File: config.mk
export PLATFORM = sky130hd
export DESIGN_NAME = membus_arbiter
export DESIGN_NICKNAME = d
export VERILOG_FILES = /design/src/rtl/membus_arbiter.sv
export SDC_FILE = /design/constraint.sdc
export NUM_CORES = 1
export LEC_CHECK = 0
export CAP_MARGIN = 20
export CORE_ASPECT_RATIO = 1.1
export CORE_UTILIZATION = 28
export CTS_CLUSTER_DIAMETER = 50
export DETAILED_ROUTE_END_ITERATION = 8
export PLACE_DENSITY = 0.87
export SETUP_SLACK_MARGIN = 0.02
export SYNTH_ARGS = -nofsm -noshare
export SYNTH_HDL_FRONTEND = slang
export SYNTH_SLANG_ARGS = --single-unit
File: constraint.sdc
create_clock -name clk -period 9.22 [get_ports clk]
set_input_delay 2.766 -clock clk [delete_from_list [all_inputs] [get_ports clk]]
set_output_delay 2.766 -clock clk [all_outputs]
set_load 0.05 [all_outputs]
File: src/rtl/membus_arbiter.sv
// rtl/membus_arbiter.sv - round-robin arbiter sharing one registered-read memory slave among NREQ requesters
module membus_arbiter #(
    parameter  int LEN  = 256,
    parameter  int DW   = 8,
    parameter  int NREQ = 4,
    localparam int AW   = $clog2(LEN),
    localparam int IW   = $clog2(NREQ)
) (
    input  logic            clk,
    input  logic            rst,
    input  logic [NREQ-1:0] req,
    input  logic [AW-1:0]   req_addr [NREQ],
    input  logic [DW-1:0]   req_d    [NREQ],
    input  logic [NREQ-1:0] req_wr,
    output logic [NREQ-1:0] gnt,
    output logic [NREQ-1:0] rvalid,
    output logic [DW-1:0]   rdata,
    output logic [AW-1:0]   m_addr,
    output logic [DW-1:0]   m_d,
    output logic            m_wr,
    input  logic [DW-1:0]   m_q
);

    logic [IW-1:0] last_q, last_d;
    logic          rd_pend_q, rd_pend_d;
    logic [IW-1:0] rd_id_q, rd_id_d;
    logic          found;
    logic [IW-1:0] win;

    // Wraps at NREQ rather than 2^IW so unused index codes are never visited.
    function automatic logic [IW-1:0] rr_index(input logic [IW-1:0] base, input int k);
        int s;
        s = int'(base) + k;
        if (s >= NREQ) s = s - NREQ;
        return s[IW-1:0];
    endfunction

    always_comb begin
        found = 1'b0;
        win   = '0;
        for (int k = 1; k <= NREQ; k++) begin
            if (!found && rst && req[rr_index(last_q, k)]) begin
                found = 1'b1;
                win   = rr_index(last_q, k);
            end
        end
    end

    always_comb begin
        gnt       = '0;
        m_addr    = '0;
        m_d       = '0;
        m_wr      = 1'b0;
        last_d    = last_q;
        rd_id_d   = rd_id_q;
        rd_pend_d = 1'b0;
        if (found) begin
            gnt[win]  = 1'b1;
            m_addr    = req_addr[win];
            m_d       = req_d[win];
            m_wr      = req_wr[win];
            last_d    = win;
            rd_id_d   = win;
            rd_pend_d = ~req_wr[win];
        end
    end

    always_ff @(posedge clk or negedge rst) begin
        if (!rst) begin
            last_q    <= IW'(NREQ - 1);
            rd_pend_q <= 1'b0;
            rd_id_q   <= '0;
        end else begin
            last_q    <= last_d;
            rd_pend_q <= rd_pend_d;
            rd_id_q   <= rd_id_d;
        end
    end

    // Read return is driven from registers and m_q only, never from req.
    always_comb begin
        for (int i = 0; i < NREQ; i++) begin
            rvalid[i] = rd_pend_q && (rd_id_q == IW'(i));
        end
        rdata = rd_pend_q ? m_q : '0;
    end

endmodule

# After elaboration in Yosys (flattened, before gate mapping)
# Cells that the tools add are included.
dict set report word_totals {
  register_bits 5
  latch_bits 0
  mem_bits_rw 0
  romBits 0
  input_bits 82
  out_inout_bits 33
  elab_cells 79
  n_memories 0
}
dict set report classes {
  addsub 8
  multipliers 0
  n_div 0
  n_lt_le_gt_ge 11
  eq_ne 3
  shift 0
  n_mux 36
  bitwise_logic 2
  reduce_logical 16
}
# op n
set ops {}
lappend ops {{$mux 8} 7}
lappend ops {{$bmux 8 s2} 2}
lappend ops {{$mux 2} 8}
lappend ops {{$lt 2x3->1 const B} 5}
lappend ops {{$ge 3x3->1 const B} 4}
lappend ops {{$logic_and 1x1->1} 12}
lappend ops {{$mux 1} 12}
lappend ops {{$bmux 1 s2} 5}
lappend ops {{$sub 2x1->2 const B} 4}
lappend ops {{$add 2x2->3 const B} 2}
lappend ops {{$add 2x3->4 const B} 1}
lappend ops {{$eq 2x2->1 const B} 2}
lappend ops {{$ge 4x3->1 const B} 1}
lappend ops {{$mux 4} 1}
lappend ops {{$add 2x1->3 const B} 1}
lappend ops {{$logic_not 1->1} 3}
lappend ops {{$not 2->3} 1}
lappend ops {{$demux 1 s2} 1}
lappend ops {{$eq 2x1->1 const B} 1}
lappend ops {{$ge 2x1->1 const B} 1}
lappend ops {{$logic_not 2->1} 1}
lappend ops {{$not 1->1} 1}

# Depth between registers and ports, before layout
dict set report depth {
  word_depth 24
  depth_mapped 8
  ltp_nobuf 5
}

# Worst setup path before layout
# OpenSTA, ideal clock, no wires.
dict set report synth_timing {
  path_type {input to output}
  startpoint {input req[1]}
  endpoint {output m_addr[3]}
  t_arrival_ns 4.667
  t_required_ns 6.454
  path_slack_ns 1.787
  stages 7
  path_buffers 2
  path_cell_list {or2_1 -> a311oi_2 -> and2_1 -> buf_6 -> buf_6 -> a22oi_1 -> a21oi_1}
}
dict set report synth_between {
  elab_chain_cells 21
  elab_cells_between_ends 31
  cone_classes {mux: 20; bitwise: 1; reduce/logical: 10}
}
# element line_no
set synth_rtl {}
lappend synth_rtl {{start: declaration} 11} ;# input logic [NREQ-1:0] req,
lappend synth_rtl {{$bmux 1 s2} 42} ;# if (!found && rst && req[rr_index(last_q, k)]) begin
lappend synth_rtl {{$mux 1 (not written as such)} 42}
lappend synth_rtl {{$logic_and 1x1->1} 42}
lappend synth_rtl {{$mux 1} 42}
lappend synth_rtl {{$logic_not 1->1} 42}
lappend synth_rtl {{$logic_and 1x1->1 (2 in a row)} 42}
lappend synth_rtl {{$mux 1} 42}
lappend synth_rtl {{$logic_not 1->1} 42}
lappend synth_rtl {{$logic_and 1x1->1 (2 in a row)} 42}
lappend synth_rtl {{$mux 1} 42}
lappend synth_rtl {{$logic_not 1->1} 42}
lappend synth_rtl {{$logic_and 1x1->1 (2 in a row)} 42}
lappend synth_rtl {{$mux 2} 42}
lappend synth_rtl {{$not 2->3 (not written as such)} 59} ;# m_addr = req_addr[win];
lappend synth_rtl {{$bmux 8 s2} 59}
lappend synth_rtl {{$mux 8 (not written as such) (2 in a row)} 59}
lappend synth_rtl {{$mux 8 (*)} 57} ;# if (found) begin
lappend synth_rtl {{end: declaration} 18} ;# output logic [AW-1:0] m_addr,
# Mark *: on every way between the ends. The rest lies on a longest branch, timed or not. The select of a mux whose other input is x is not followed.

# Final worst setup path
dict set report layout_timing {
  startpoint {input req[1]}
  endpoint {output m_addr[1]}
}
# Same word-level chain as after synthesis.

==> results.cfg <==
[status]
status = completed

[timing]
period_share = 0.9122
min_period_ns = 8.410
slew_viol_final = 0
hold_violations = 0
finalSetupViolations = 0
tightest_slew_ns = 0.5415
final.setup_skew_ns = 0.001287
relSlewSlack = 0.6378
fmax_ghz = 0.1189
finalWorstSetupSlack_ns = 0.8096
final.setup.tns_ns = 0
rsz0062_at_grt = false

[drt]
drtAntennaViolNets = 0
dr.pass1.iters = 4
avgRoutedWirePerCell_um = 14.29
route.met3.wl_um = 319
drtIter0Drc = 53
vias = 1418
drc = 0
met1_length_um = 1421
wl_met2_um = 1966
highest_layer = met4
vias_per_cell = 5.454
routed_wl_um = 3716

[place]
pre_cts_ws_ns = 0.8391
globalplace.congestion = 0.7336
dpl.hpwl_um = 2910
portBuffers = 114

[layout]
area_growth_pct = 129.9
drive_gt1_frac = 0.07965
n_fill_cell = 266
n_antenna_cell = 0
fin_nets = 309

[floorplanning]
initial_core_util = 0.2952
fp.dieW_um = 56.05
core_region_area_um2 = 3048
num_rows = 21
io_pins = 115
die-area_um2 = 3444
die_h_um = 61.45

[global_route]
overflow = 0
grt_pass1_wl_um = 5761
grt_pass1_vias = 1437
antenna_found_initial = 0
grt_usage = 0.2090
grt_max_degree = 40

[critical_path]
critPathTopFamily = buffers and inverters
critical_path_class = in -> out
cp_max_fo = 39
cp_num_buf_inv = 3
crit_path_frequent_cell = clkdlybuf4s50_1
worstPathArrival_ns = 5.64
crit_path_top_delay_cell = clkdlybuf4s50_1
max_stage_delay_ns = 0.82
required_ns = 6.45
r2r_slack_ns = 7.12
critPathCaptureType = output port
start_kind = input port
crit_chain = clkdlybuf4s50_1, or2_1, a311oi_2, and2_1, buf_4, a22oi_1, a21oi_1, clkdlybuf4s50_1

[logic_synthesis]
synth_edf_count = 0
synth_nets = 201
synth_top_area_frac = 0.1655
syn_area_per_cell_um2 = 7.560
synth_ff_type = dfrtp_1
yosys-top-cells-area = a221oi_1 (17%), a22oi_1 (14%), a21oi_1 (9.5%)
synthCells = 119
synthTopCellsByCount = a21oi_1 (17), a221oi_1 (17), a22oi_1 (17)
async_flop_share = 1.000
yosys_register_bits = 5
yosysSeqAreaShare = 0.1419
synthesis.area_um2 = 899.6
synth.yosys.warnings = 0
synth_cell_types = 30
synth_top_area_cell = a221oi_1

[clocking]
cts_made_buffers = 3
htreeDepth = 1
clk_latency_ns = 0.24
clk_pin_slew_ns = 0.04
cts_resized = 0
cts_root_buf = clkbuf_4
cts_tree = yes
ctsHoldBuffers = 0
clockBufferDepth = 2
clock_sinks = 5
cts_setup_buffers = 0

[pwr]
power.leakage_nw = 0.7605
powerDensity_nw_per_um2 = 180.6
finalPower_mw = 0.3735
irDropWorstVdd_uv = 119.8

[hold_path]
hp-class = reg -> reg

[job]
max_cap_violations = 0
-- metrics by stage --
step / std cells / util / hold slack, ns / instance area [µm²]
4_1_cts: 260 / 0.6786 / 0.5284 / 2068
3_5_place_dp: 256 / 0.6700 / 0.5213 / 2042
3_3_place_gp: 256 / 0.6700 / 0.5071 / 2042
2_1_floorplan: 119 / - / 0.4963 / 899.6
6_report: 260 / 0.6786 / 0.5315 / 2068
5_1_grt: 260 / 0.6786 / 0.5772 / 2068
-- final cells by class --
| type | instances | area, µm² | share of cell area |
|---|---|---|---|
| Timing Repair Buffer | 117 | 1164 | 0.5626 |
| Multi-Input combinational cell | 100 | 708.2 | 0.3424 |
| Sequential cell | 5 | 127.6 | 0.06171 |
| Tap cell | 34 | 42.54 | 0.02057 |
| Clock buffer | 4 | 26.28 | 0.01270 |
-- where the power goes --
| group | total (mW) | internal [mW] | leakage (nW) | switching [mW] |
|---|---|---|---|---|
| Clock | 0.0246 | 0.0163 | 0.0150 | 0.00829 |
| Sequential | 0.0402 | 0.0297 | 0.0581 | 0.0105 |
| Combinational | 0.309 | 0.121 | 0.687 | 0.188 |
-- flip-flops by register name (all words and copies together), names as in the netlist --
register   cells
rd_pend_q      1
last_q         2
rd_id_q        2
-- placed cells by master (no fill, tap or decap), drive strengths merged --
master         instances
a22oi                 17
or3b                   1
a221oi                17
and3b                  1
nand2b                 3
a31oi                  1
dfrtp                  3
or2                    2
nand4b                 1
mux2                   1
a21o                   2
o221ai                 1
a41oi                  1
o22ai                  2
a21oi                 17
clkbuf                 4
a311oi                 1
nor2                   5
clkdlybuf4s50        109
o31ai                  1
nand4bb                2
buf                    8
dfstp                  2
and2                  11
nor2b                  1
nand3                  1
nand2                  7
a211o                  1
and3                   1
nor3b                  2
-- path summary, 6_finish.rpt --
path	to	from	cells past startpoint
max in group asynchronous	last_q[0]	rst	1
hold / removal	last_q[0]	last_q[0]	2
hold reg to reg	last_q[0]	last_q[0]	2
setup / recovery	m_addr[1]	req[1]	8
min in group asynchronous	rd_pend_q	rst	1
setup reg to reg	rd_pend_q	last_q[1]	5
-- routing by layer --
metal  vias to the layer above  track usage
met2                        69       0.4269
met4                         0      0.06620
met3                         2      0.05672
li1                        694            -
met1                       653       0.2091
met5                         -            0
-- tightest hold or removal path: cells and delay by family, from the launching register on --
| kind | cells | cell delay, ns |
|---|---|---|
| DFF | 1 | 0.40 |
| and+or+nand+nor | 2 | 0.12 |
-- cell families (layout without fill, tap and decap cells) --
logic type             Yosys count  count (layout)  share of synthesized area
flip-flops                       5               5                     0.1419
multiplexers                     1               1                    0.01252
buffers and inverters           14             121                    0.08623
AND/OR/NAND/NOR                 38              38                     0.2518
AO/OA/AOI/OAI                   61              61                     0.5076
Power figures use the tool's default switching activity.
